$ cat config.mk
export PLATFORM = sky130hd
export DESIGN_NAME = dsp_mac_sequencer_flat
export DESIGN_NICKNAME = d
export VERILOG_FILES = /design/src/rtl/dsp_mac_sequencer_if.sv /design/src/rtl/dsp_mac_sequencer.sv /design/src/flat_wrapper.sv
export SDC_FILE = /design/constraint.sdc
export NUM_CORES = 1
export LEC_CHECK = 0
export ABC_AREA = 1
export ABC_CLOCK_PERIOD_IN_PS = 1720
export BUFFER_PORTS_ARGS = -buffer_cell sky130_fd_sc_hd__clkbuf_2
export CAP_MARGIN = 20
export CORE_ASPECT_RATIO = 0.75
export CORE_MARGIN = 1.5
export CORE_UTILIZATION = 56
export CTS_BUF_LIST = sky130_fd_sc_hd__clkbuf_4
export DETAILED_ROUTE_END_ITERATION = 16
export PLACE_DENSITY_LB_ADDON = 0.25
export SYNTH_ARGS = -nofsm -noshare
export SYNTH_HDL_FRONTEND = slang
export SYNTH_SLANG_ARGS = --single-unit
$ cat constraint.sdc
create_clock -name CLK -period 1.72 [get_ports CLK]
set_input_delay 0.086 -clock CLK [delete_from_list [all_inputs] [get_ports CLK]]
set_output_delay 0.086 -clock CLK [all_outputs]
set_load 0.02 [all_outputs]
$ cat src/rtl/dsp_mac_sequencer_if.sv
// Bundle for dsp_mac_sequencer: operand stream, DSP48A1 control/return, result stream.
// Optional macro DSP_SEQ_OVF_EN adds the res_ovf result flag.
interface dsp_mac_sequencer_if;
  localparam int unsigned OP_W  = 18;
  localparam int unsigned P_W   = 48;
  localparam int unsigned OPM_W = 8;

  logic             in_valid;
  logic             in_ready;
  logic [OP_W-1:0]  in_a;
  logic [OP_W-1:0]  in_b;
  logic             in_last;
  logic [OP_W-1:0]  DSP_A;
  logic [OP_W-1:0]  DSP_B;
  logic [OPM_W-1:0] DSP_OPMODE;
  logic             DSP_CE;
  logic             DSP_RST;
  logic [P_W-1:0]   DSP_P;
  logic             DSP_CARRYOUT;
  logic             res_valid;
  logic             res_ready;
  logic [P_W-1:0]   res_data;
`ifdef DSP_SEQ_OVF_EN
  logic             res_ovf;
`endif
  logic             busy;

  // Sequencer side
  modport slave (
    input  in_valid, in_a, in_b, in_last, DSP_P, DSP_CARRYOUT, res_ready,
`ifdef DSP_SEQ_OVF_EN
    output res_ovf,
`endif
    output in_ready, DSP_A, DSP_B, DSP_OPMODE, DSP_CE, DSP_RST, res_valid, res_data, busy
  );

  // Environment side (operand source, slice, result sink)
  modport master (
    output in_valid, in_a, in_b, in_last, DSP_P, DSP_CARRYOUT, res_ready,
`ifdef DSP_SEQ_OVF_EN
    input  res_ovf,
`endif
    input  in_ready, DSP_A, DSP_B, DSP_OPMODE, DSP_CE, DSP_RST, res_valid, res_data, busy
  );
endinterface

$ cat src/rtl/dsp_mac_sequencer.sv
// dsp_mac_sequencer: drives a DSP48A1 slice (A1/B1/M/P/OPMODE registered) so that
// each in_last-delimited frame accumulates sum(a*b) in P, then captures P into a
// 2-entry result FIFO. Optional macro DSP_SEQ_OVF_EN adds a per-frame carry flag.
module dsp_mac_sequencer #(
  parameter int unsigned MUL_LAT = 2,
  parameter int unsigned P_LAT   = 1
) (
  input logic                CLK,
  input logic                RSTN,
  dsp_mac_sequencer_if.slave bus
);
  localparam int unsigned OP_W       = 18;
  localparam int unsigned P_W        = 48;
  localparam int unsigned OPM_W      = 8;
  localparam int unsigned DEPTH      = MUL_LAT + P_LAT + 1;
  localparam int unsigned OPM_STAGE  = MUL_LAT - 1;
  localparam int unsigned CRED_W     = 2;
  localparam int unsigned FIFO_DEPTH = 2;
  localparam logic [OPM_W-1:0] OPM_FIRST = 8'h01;
  localparam logic [OPM_W-1:0] OPM_ACC   = 8'h09;
  localparam logic [OPM_W-1:0] OPM_HOLD  = 8'h08;

  typedef enum logic [1:0] {ST_RST, ST_IDLE, ST_FRAME} state_e;

  typedef struct packed {
    logic vld;
    logic first;
    logic last;
  } tag_t;

  typedef struct packed {
`ifdef DSP_SEQ_OVF_EN
    logic           ovf;
`endif
    logic [P_W-1:0] data;
  } entry_t;

  state_e             state_q, state_d;
  tag_t               tag_q [1:DEPTH];
  tag_t               tag_in_c;
  logic [CRED_W-1:0]  credits_q, credits_d;
  logic [CRED_W-1:0]  count_q, count_d;
  entry_t             mem_q [FIFO_DEPTH];
  entry_t             mem_d [FIFO_DEPTH];
  entry_t             wr_entry_c;
  logic               wr_ptr_q, wr_ptr_d;
  logic               rd_ptr_q, rd_ptr_d;
  logic               accept_c, first_c, capture_c, pop_c, pipe_busy_c;
  logic [OPM_W-1:0]   opmode_d;
  logic               in_ready_q, in_ready_d;
  logic               res_valid_d, busy_d;
  logic [OP_W-1:0]    dsp_a_q, dsp_b_q;
  logic [OPM_W-1:0]   dsp_opmode_q;
  logic               dsp_ce_q, dsp_rst_q;
  logic               res_valid_q, busy_q;
  logic [P_W-1:0]     res_data_q;
`ifdef DSP_SEQ_OVF_EN
  logic               ovf_sticky_q, ovf_sticky_d;
  logic               res_ovf_q;
`else
  logic               unused_carryout;
  assign unused_carryout = bus.DSP_CARRYOUT;
`endif

  // State register: reset-release step, then idle/in-frame tracking
  always_ff @(posedge CLK or negedge RSTN) begin
    if (!RSTN) state_q <= ST_RST;
    else       state_q <= state_d;
  end

  // Next state, tag insertion, credits, FIFO bookkeeping and opmode selection
  always_comb begin
    state_d     = state_q;
    accept_c    = bus.in_valid && in_ready_q;
    first_c     = (state_q != ST_FRAME);
    tag_in_c    = '0;
    capture_c   = tag_q[DEPTH].vld && tag_q[DEPTH].last;
    pop_c       = res_valid_q && bus.res_ready;
    mem_d       = mem_q;
    wr_entry_c  = '0;
    pipe_busy_c = accept_c;
    opmode_d    = OPM_HOLD;

    case (state_q)
      ST_RST:   state_d = ST_IDLE;
      ST_IDLE:  if (accept_c && !bus.in_last) state_d = ST_FRAME;
      ST_FRAME: if (accept_c &&  bus.in_last) state_d = ST_IDLE;
      default:  state_d = ST_RST;
    endcase

    tag_in_c.vld   = accept_c;
    tag_in_c.first = accept_c && first_c;
    tag_in_c.last  = accept_c && bus.in_last;

    for (int unsigned s = 1; s < DEPTH; s++) pipe_busy_c = pipe_busy_c | tag_q[s].vld;

    // The first beat's opmode zeroes Z so the previous frame's P is discarded
    if (tag_q[OPM_STAGE].vld) opmode_d = tag_q[OPM_STAGE].first ? OPM_FIRST : OPM_ACC;

    credits_d = credits_q + CRED_W'(accept_c && first_c) - CRED_W'(pop_c);
    count_d   = count_q + CRED_W'(capture_c) - CRED_W'(pop_c);
    wr_ptr_d  = wr_ptr_q ^ capture_c;
    rd_ptr_d  = rd_ptr_q ^ pop_c;

    wr_entry_c.data = bus.DSP_P;
`ifdef DSP_SEQ_OVF_EN
    ovf_sticky_d   = ovf_sticky_q;
    wr_entry_c.ovf = ovf_sticky_q | bus.DSP_CARRYOUT;
    if (tag_q[DEPTH].vld) ovf_sticky_d = capture_c ? 1'b0 : (ovf_sticky_q | bus.DSP_CARRYOUT);
`endif
    if (capture_c) mem_d[wr_ptr_q] = wr_entry_c;

    in_ready_d  = (state_q != ST_RST) &&
                  ((state_d == ST_FRAME) || (credits_d < CRED_W'(FIFO_DEPTH)));
    res_valid_d = (count_d != '0);
    busy_d      = (state_d == ST_FRAME) || pipe_busy_c;
  end

  // Datapath and registered outputs
  always_ff @(posedge CLK or negedge RSTN) begin
    if (!RSTN) begin
      for (int unsigned s = 1; s <= DEPTH; s++) tag_q[s] <= '0;
      for (int unsigned i = 0; i < FIFO_DEPTH; i++) mem_q[i] <= '0;
      credits_q    <= '0;
      count_q      <= '0;
      wr_ptr_q     <= 1'b0;
      rd_ptr_q     <= 1'b0;
      in_ready_q   <= 1'b0;
      dsp_a_q      <= '0;
      dsp_b_q      <= '0;
      dsp_opmode_q <= OPM_HOLD;
      dsp_ce_q     <= 1'b0;
      dsp_rst_q    <= 1'b1;
      res_valid_q  <= 1'b0;
      res_data_q   <= '0;
      busy_q       <= 1'b0;
`ifdef DSP_SEQ_OVF_EN
      ovf_sticky_q <= 1'b0;
      res_ovf_q    <= 1'b0;
`endif
    end else begin
      tag_q[1] <= tag_in_c;
      for (int unsigned s = 2; s <= DEPTH; s++) tag_q[s] <= tag_q[s-1];
      mem_q        <= mem_d;
      credits_q    <= credits_d;
      count_q      <= count_d;
      wr_ptr_q     <= wr_ptr_d;
      rd_ptr_q     <= rd_ptr_d;
      in_ready_q   <= in_ready_d;
      if (accept_c) begin
        dsp_a_q <= bus.in_a;
        dsp_b_q <= bus.in_b;
      end
      dsp_opmode_q <= opmode_d;
      dsp_ce_q     <= (state_d != ST_RST);
      dsp_rst_q    <= (state_d == ST_RST);
      res_valid_q  <= res_valid_d;
      res_data_q   <= mem_d[rd_ptr_d].data;
      busy_q       <= busy_d;
`ifdef DSP_SEQ_OVF_EN
      ovf_sticky_q <= ovf_sticky_d;
      res_ovf_q    <= mem_d[rd_ptr_d].ovf;
`endif
    end
  end

  assign bus.in_ready   = in_ready_q;
  assign bus.DSP_A      = dsp_a_q;
  assign bus.DSP_B      = dsp_b_q;
  assign bus.DSP_OPMODE = dsp_opmode_q;
  assign bus.DSP_CE     = dsp_ce_q;
  assign bus.DSP_RST    = dsp_rst_q;
  assign bus.res_valid  = res_valid_q;
  assign bus.res_data   = res_data_q;
  assign bus.busy       = busy_q;
`ifdef DSP_SEQ_OVF_EN
  assign bus.res_ovf    = res_ovf_q;
`endif
endmodule

$ cat src/flat_wrapper.sv
// flat-port wrapper written by rule: the top's interface ports become plain ports
module dsp_mac_sequencer_flat 
#(
  parameter int unsigned MUL_LAT = 2,
  parameter int unsigned P_LAT   = 1
)
  (CLK, RSTN, bus_in_valid, bus_in_a, bus_in_b, bus_in_last, bus_DSP_P, bus_DSP_CARRYOUT, bus_res_ready, bus_in_ready, bus_DSP_A, bus_DSP_B, bus_DSP_OPMODE, bus_DSP_CE, bus_DSP_RST, bus_res_valid, bus_res_data, bus_busy);
  dsp_mac_sequencer_if bus_i ();
  input logic CLK;
  input logic RSTN;
  input wire logic [$bits(bus_i.in_valid)-1:0] bus_in_valid;
  input wire logic [$bits(bus_i.in_a)-1:0] bus_in_a;
  input wire logic [$bits(bus_i.in_b)-1:0] bus_in_b;
  input wire logic [$bits(bus_i.in_last)-1:0] bus_in_last;
  input wire logic [$bits(bus_i.DSP_P)-1:0] bus_DSP_P;
  input wire logic [$bits(bus_i.DSP_CARRYOUT)-1:0] bus_DSP_CARRYOUT;
  input wire logic [$bits(bus_i.res_ready)-1:0] bus_res_ready;
  output wire logic [$bits(bus_i.in_ready)-1:0] bus_in_ready;
  output wire logic [$bits(bus_i.DSP_A)-1:0] bus_DSP_A;
  output wire logic [$bits(bus_i.DSP_B)-1:0] bus_DSP_B;
  output wire logic [$bits(bus_i.DSP_OPMODE)-1:0] bus_DSP_OPMODE;
  output wire logic [$bits(bus_i.DSP_CE)-1:0] bus_DSP_CE;
  output wire logic [$bits(bus_i.DSP_RST)-1:0] bus_DSP_RST;
  output wire logic [$bits(bus_i.res_valid)-1:0] bus_res_valid;
  output wire logic [$bits(bus_i.res_data)-1:0] bus_res_data;
  output wire logic [$bits(bus_i.busy)-1:0] bus_busy;
  assign bus_i.in_valid = bus_in_valid;
  assign bus_i.in_a = bus_in_a;
  assign bus_i.in_b = bus_in_b;
  assign bus_i.in_last = bus_in_last;
  assign bus_i.DSP_P = bus_DSP_P;
  assign bus_i.DSP_CARRYOUT = bus_DSP_CARRYOUT;
  assign bus_i.res_ready = bus_res_ready;
  assign bus_in_ready = bus_i.in_ready;
  assign bus_DSP_A = bus_i.DSP_A;
  assign bus_DSP_B = bus_i.DSP_B;
  assign bus_DSP_OPMODE = bus_i.DSP_OPMODE;
  assign bus_DSP_CE = bus_i.DSP_CE;
  assign bus_DSP_RST = bus_i.DSP_RST;
  assign bus_res_valid = bus_i.res_valid;
  assign bus_res_data = bus_i.res_data;
  assign bus_busy = bus_i.busy;
  dsp_mac_sequencer #(.MUL_LAT(MUL_LAT), .P_LAT(P_LAT)) u_core (.CLK(CLK), .RSTN(RSTN), .bus(bus_i));
endmodule
==> out/metrics.cfg, run 1 <==
[run_status]
outcome = finished, final reports clean

[route]
antenna_left = 0
via_count = 7244
post-route-drc-count = 0
avgRoutedWirePerCell_microns = 13.27
drt_iter0_drc = 371
drt_first_pass_iters = 5
wirelength_mm = 20.45
vias_per_cell = 4.701

[clock_network]
clock_path_buffers = 3
numCtsBuffers = 49
htreeDepth = 2
clock_sinks = 203
clockRootBuffer = clkbuf_4
ctsResizeCount = 0
clock_latency_ns = 0.61
cts_tree = yes
clkSlewWorstSetupHoldPaths_ns = 0.07

[worst_setup_path]
endpoint_kind = flip-flop
slowest_delay_ns = 0.46
arrival_ns = 1.99
crit_start = u_core.wr_ptr_q
r2r_setup_slack_ns = 0.20
reg2reg_from = u_core.wr_ptr_q
worstPathMaxFanout = 22
worstPathCellList = nand3_4, inv_2, buf_4, nand2_1, nand3_1, nand2_1
critPathBufInv = 2
crit_slowest_cell = dfrtp_1
startpoint_type = flip-flop
cpLargestDelayFamily = simple AND/OR/NAND/NOR gates
crit_top_cell = nand2_1
cp.required_ns = 2.19
critPathKind = flip-flop to flip-flop

[synth]
synthAdderAreaFrac = 0.005789
syn_inst = 1000
mappedNetlistArea_sq_um = 8646
ys_types = 23
yosysMostFrequentCell = nand2_1
yosys_warnings = 0
yosys-top-cells-area = dfrtp_1 58%, nand2_1 16%, inv_1 7.0%
synthFlopType = dfrtp_1
ys_seq_area_frac = 0.5878
synth_top_family_by_area = simple AND/OR/NAND/NOR gates
synthArstFlopShare = 1.000
synth_compound_area_frac = 0.04342
synth_edf_count = 0
synth-simple-area-share = 0.2589
synth.avg_cell_area_sq_um = 8.646
yosys_register_bits = 203
synth_top_area_cell = dfrtp_1
yosysTopAreaCellShare = 0.5818
synth_common_cells = 371 x nand2_1, 201 x dfrtp_1, 162 x inv_1
synth_mux_area_frac = 0
synth-xor-area-share = 0.002026

[placed_design]
portBuffers = 179
placed_area_sq_um = 9925
place_congestion = 0.7543
hpwl_mm = 12.19
placed_cells = 1363

[power_and_ir_drop]
p_int_uw = 12100
p_sw_uw = 7601
p_seq_frac = 0.405
power.share.clock = 0.194
peakVddDrop_v = 0.001149
power.total_uw = 19700
sw_frac_of_total = 0.3858
power_density_nw_per_um2 = 1725
p_leak_uw = 0.006480
combPwrFrac = 0.401

[cells_and_area]
utilization = 0.7527
stdcell_area_sq_um = 11420
nFillCells = 1052
finalNetCount = 1391
area_delta_synth_final_pct = 32.11
drive_gt1_frac = 0.2172
stdcell_count = 1541

[hold_path]
min_path_type = primary input to async pin

[floorplanning]
initial_utilization = 0.5697
design.die.area_sq_um = 16200
die_y_microns = 110.6
coreArea_sq_um = 15180
ios = 187
die_x_microns = 146.5
rows = 39

[sta]
rsz0062_at_grt = no
finalMaxSlewViolations = 0
setup_violations = 0
hold_viol_final = 0
fin_setup_tns_ns = 0
skew_ns = 0.04988
fmax_mhz = 657.6
finalCriticalPeriod_ns = 1.521
slew_headroom = 0.5818
period_share = 0.8841
worst_pin_slew_ns = 0.6273

[grt]
grt_antenna_before_repair = 1
grt_pass1_vias = 7364
grt_max_degree = 66
grtUsageTotal = 0.2641
grt-ovfl-total = 0
grt_pass1_wl_mm = 34.28

[run]
maxCapViolCount = 0

==> cells by family (layout without fill, tap and decap cells) <==
family	Yosys count	in the layout
xor+xnor	2	2
compound gates	51	51
buf+inv	213	543
simple gates	526	526
fa+ha+maj	4	4
flops	203	203
other cells	1	7
==> layout make-up <==
type | instances | area (sq um) | area share
Clock buffer | 73 | 548.0 | 0.04798
Inverter | 163 | 611.8 | 0.05357
Timing Repair Buffer | 291 | 2128 | 0.1863
Multi-Input combinational cell | 589 | 2726 | 0.2387
Sequential cell | 203 | 5082 | 0.4450
Clock inverter | 16 | 66.31 | 0.005806
Antenna cell | 1 | 2.502 | 0.0002191
Tap cell | 205 | 256.5 | 0.02246
==> state kept, by name, indices dropped and copies added, names as in the netlist <==
signal / flops
u_core.mem_q: 96
u_core.bus.res_data: 48
u_core.bus.DSP_A: 18
u_core.bus.DSP_B: 18
u_core.tag_q: 8
u_core.bus.DSP_OPMODE: 2
u_core.count_q: 2
u_core.credits_q: 2
u_core.state_q: 2
u_core.bus.DSP_CE: 1
u_core.bus.DSP_RST: 1
u_core.bus.busy: 1
u_core.bus.in_ready: 1
u_core.bus.res_valid: 1
u_core.rd_ptr_q: 1
u_core.wr_ptr_q: 1
==> timing repair <==
action,in CTS,in global routing
setup buffers,0,0
endpoints found under the hold margin,390,0
hold buffers,88,0
==> per-layer routing <==
metal  global-route usage  wire length (microns)  vias to the layer above  part of all wire
met5                    0                      0                        -                 0
met4              0.08485                    338                        0             0.017
met3              0.05950                   1374                       30             0.067
met2               0.4452                   9840                      259              0.48
met1               0.3407                   8897                     3337              0.44
li1                     -                      -                     3618                 -
==> power by group through the flow <==
stage / combinational (uW) / clock [uW] / sequential [uW]
floorplan: 4110 / 0 / 9110
global placement: 7500 / 0 / 7960
detailed placement: 7710 / 0 / 8020
CTS: 7880 / 3910 / 7970
global route: 8820 / 4190 / 8190
finish: 7900 / 3810 / 7990
==> path summary, 6_finish.rpt <==
check	cells after the start	end
min in group CLK	4	u_core.bus.DSP_B[13]
min	2	u_core.bus.res_data[47]
min reg2reg	0	u_core.tag_q[0]
max in group asynchronous	3	u_core.mem_q[25]
max	6	u_core.bus.res_data[42]
max reg2reg	6	u_core.bus.res_data[42]
==> per-stage QoR <==
| stage | hold slack (ns) | setup slack (ns) |
|---|---|---|
| floorplan | -0.2096 | 0.001474 |
| CTS | 0.04998 | 0.1631 |
| finish | 0.08329 | 0.1994 |
| detailed placement | 0.1399 | 0.1747 |
| global route | 0.05991 | 0.05254 |
| global placement | 0.1463 | 0.2215 |
==> cell usage in the layout (no fill, tap or decap), types with 2 or more instances in the layout <==
cell,count
clkinv_2,2
nand2_1,369
ha_1,4
dfstp_2,2
clkbuf_4,73
dfrtp_1,201
o21a_1,48
and2_1,48
o21ai_0,2
dlygate4sd3_1,88
buf_12,13
conb_1,6
inv_1,162
nand2_2,2
buf_4,11
nand3_1,101
clkbuf_2,178
clkinv_1,11
inv_2,3
Power figures use the tool's default switching activity.
==> inputs of run 2 (changes only) <==
CORE_MARGIN = unset   (was 1.5)
==> out/metrics.cfg, run 2 (synthesized netlist as in run 1, its figures left out) <==
[clock_network]
clock_sinks = 203  ; unchanged
clockRootBuffer = clkbuf_4  ; unchanged
numCtsBuffers = 49  ; unchanged
post_cts_buffers = 0  ; unchanged
clkSlewWorstSetupHoldPaths_ns = 0.07  ; about the same
clock_latency_ns = 0.59  ; was 0.61 ns
cts_tree = yes  ; unchanged
htreeDepth = 2  ; unchanged
clock_path_buffers = 3  ; unchanged

[worst_setup_path]
cpLargestDelayFamily = adder cells  ; was simple AND/OR/NAND/NOR gates
critPathBufInv = 1  ; was 2
crit_slowest_cell = dfrtp_1  ; unchanged
critPathKind = flip-flop to flip-flop  ; unchanged
worstPathMaxFanout = 3  ; was 22
endpoint_kind = flip-flop  ; unchanged
path_depth = 7  ; was 6
cp.required_ns = 2.19  ; about the same
worstPathCellList = o21ai_0, ha_1, inv_1, ha_1, nand3_1, nand3_1, nand2_1  ; was nand3_4, inv_2, buf_4, nand2_1, nand3_1, nand2_1
startpoint_type = flip-flop  ; unchanged
arrival_ns = 1.96  ; was 1.99 ns
r2r_cells = 7  ; was 6
slowest_delay_ns = 0.39  ; was 0.46 ns

[hold_path]
min_path_cells = 4
min_path_type = primary input to flip-flop  ; was primary input to async pin

[grt]
grtUsageTotal = 0.2653  ; was 0.2641
grt_pass1_vias = 7244  ; was 7364
grt_antenna_before_repair = 0  ; was 1
grt_pass1_wl_mm = 33.73  ; was 34.28 mm
grt_max_degree = 65  ; was 66
grt-ovfl-total = 0  ; unchanged

[cells_and_area]
finalNetCount = 1387  ; was 1391
area_delta_synth_final_pct = 31.33  ; was 32.11%
stdcell_count = 1525  ; was 1541
drive_gt1_frac = 0.2158  ; was 0.2172
antenna_cells = 0  ; was 1
largest_reg_flops = 96  ; unchanged
top_register = u_core.mem_q  ; unchanged
utilization = 0.7679  ; was 0.7527
final_common_cell = nand2_1  ; unchanged
layout_common_cells = 369 x nand2_1, 201 x dfrtp_1, 178 x clkbuf_2  ; unchanged

[route]
via_count = 7265  ; was 7244
post-route-drc-count = 0  ; unchanged
avgRoutedWirePerCell_microns = 13.11  ; was 13.27 microns
vias_per_cell = 4.764  ; was 4.701
drt_iter0_drc = 395  ; was 371
drt_first_pass_iters = 5  ; unchanged
antenna_left = 0  ; unchanged
wirelength_mm = 19.99  ; was 20.45 mm

[floorplanning]
design.die.area_sq_um = 15940  ; was 16200 sq um
initial_utilization = 0.5847  ; was 0.5697
coreArea_sq_um = 14790  ; was 15180 sq um
ios = 187  ; unchanged
die_y_microns = 109.6  ; was 110.6 microns
rows = 38  ; was 39
die_x_microns = 145.5  ; was 146.5 microns

[sta]
finalCriticalPeriod_ns = 1.499  ; was 1.521 ns
fin_setup_tns_ns = 0  ; unchanged
setup_violations = 0  ; unchanged
finalMaxSlewViolations = 0  ; unchanged
fmax_mhz = 667.0  ; was 657.6 MHz
hold_viol_final = 0  ; unchanged
skew_ns = 0.01425  ; was 0.04988 ns
rsz0062_at_grt = no  ; unchanged
period_share = 0.8717  ; was 0.8841

[run]
maxCapViolCount = 0  ; unchanged

[power_and_ir_drop]
power_density_nw_per_um2 = 1741  ; was 1725 nW/um^2
p_leak_uw = 0.006456  ; was 0.006480 uW
peakVddDrop_v = 0.001036  ; was 0.001149 V

[placed_design]
placed_cells = 1354  ; was 1363
hpwl_mm = 11.69  ; was 12.19 mm
place_congestion = 0.7898  ; was 0.7543
portBuffers = 179  ; unchanged

[run_status]
outcome = finished, final reports clean  ; unchanged

==> run 2: changes by cell type in the layout (fill, tap and decap cells not counted) <==
| cell | change |
|---|---|
| inv_2 | -1 |
| clkbuf_4 | +3 |
| clkinv_2 | -2 |
| buf_12 | -3 |
| clkinv_1 | -6 |
| bufinv_16 | +1 |
| diode_2 | -1 |
| buf_4 | -1 |
| clkinvlp_4 | -1 |
==> run 2: path summary, 6_finish.rpt <==
check                                     endpoint  slack [ns]               from
max                            u_core.bus.in_ready        0.22  u_core.state_q[0]
min                                u_core.rd_ptr_q        0.06      bus_res_ready
max reg2reg                    u_core.bus.in_ready        0.22  u_core.state_q[0]
min reg2reg                        u_core.tag_q[0]        0.35    u_core.tag_q[3]
max in group asynchronous         u_core.mem_q[64]        0.55               RSTN
min in group asynchronous  u_core.bus.res_data[30]        0.58               RSTN
==> run 2: what timing repair did <==
| item | CTS | global route |
|---|---|---|
| hold buffers | 88 | 0 |
| resized for setup | 0 | 0 |
| endpoints found under the hold margin | 389 | 0 |
==> run 2: through the flow <==
step	cell area, sq um	total power, uW	hold slack [ns]	setup slack [ns]
2_1_floorplan	8665	13230	-0.2096	0.001474
3_3_place_gp	9851	15420	0.07560	0.2601
3_5_place_dp	9851	15660	0.07807	0.2280
4_1_cts	11350	19790	0.008019	0.2176
5_1_grt	11350	21340	0.03752	0.05786
6_report	11350	19770	0.06110	0.2207
==> run 2: worst min-delay path, stage by stage <==
cell and delay (ns):
clkbuf_2 0.10, nand3_1 0.09, nand2_2 0.07, buf_4 0.22
==> run 2: layout make-up <==
| type | count | area (sq um) |
|---|---|---|
| Clock inverter | 7 | 52.55 |
| Clock buffer | 76 | 570.5 |
| Inverter | 163 | 611.8 |
| Tap cell | 200 | 250.2 |
| Timing Repair Buffer | 287 | 2061 |
| Multi-Input combinational cell | 589 | 2726 |
| Fill cell | 993 | 3432 |
| Sequential cell | 203 | 5082 |
==> run 2: report_power, final <==
part	switching [uW]	leakage [uW]	internal (uW)
logic	4860	0.00362	3040
clock network	1780	0.000376	2140
registers	863	0.00246	7090
==> run 2: per-layer routing <==
metal  track usage  part of all wire  up-vias
met1        0.3496              0.45     3378
met4       0.09549             0.017        0
met5             0                 0        -
met2        0.4372              0.47      248
met3       0.06183             0.065       37
li1              -                 -     3602
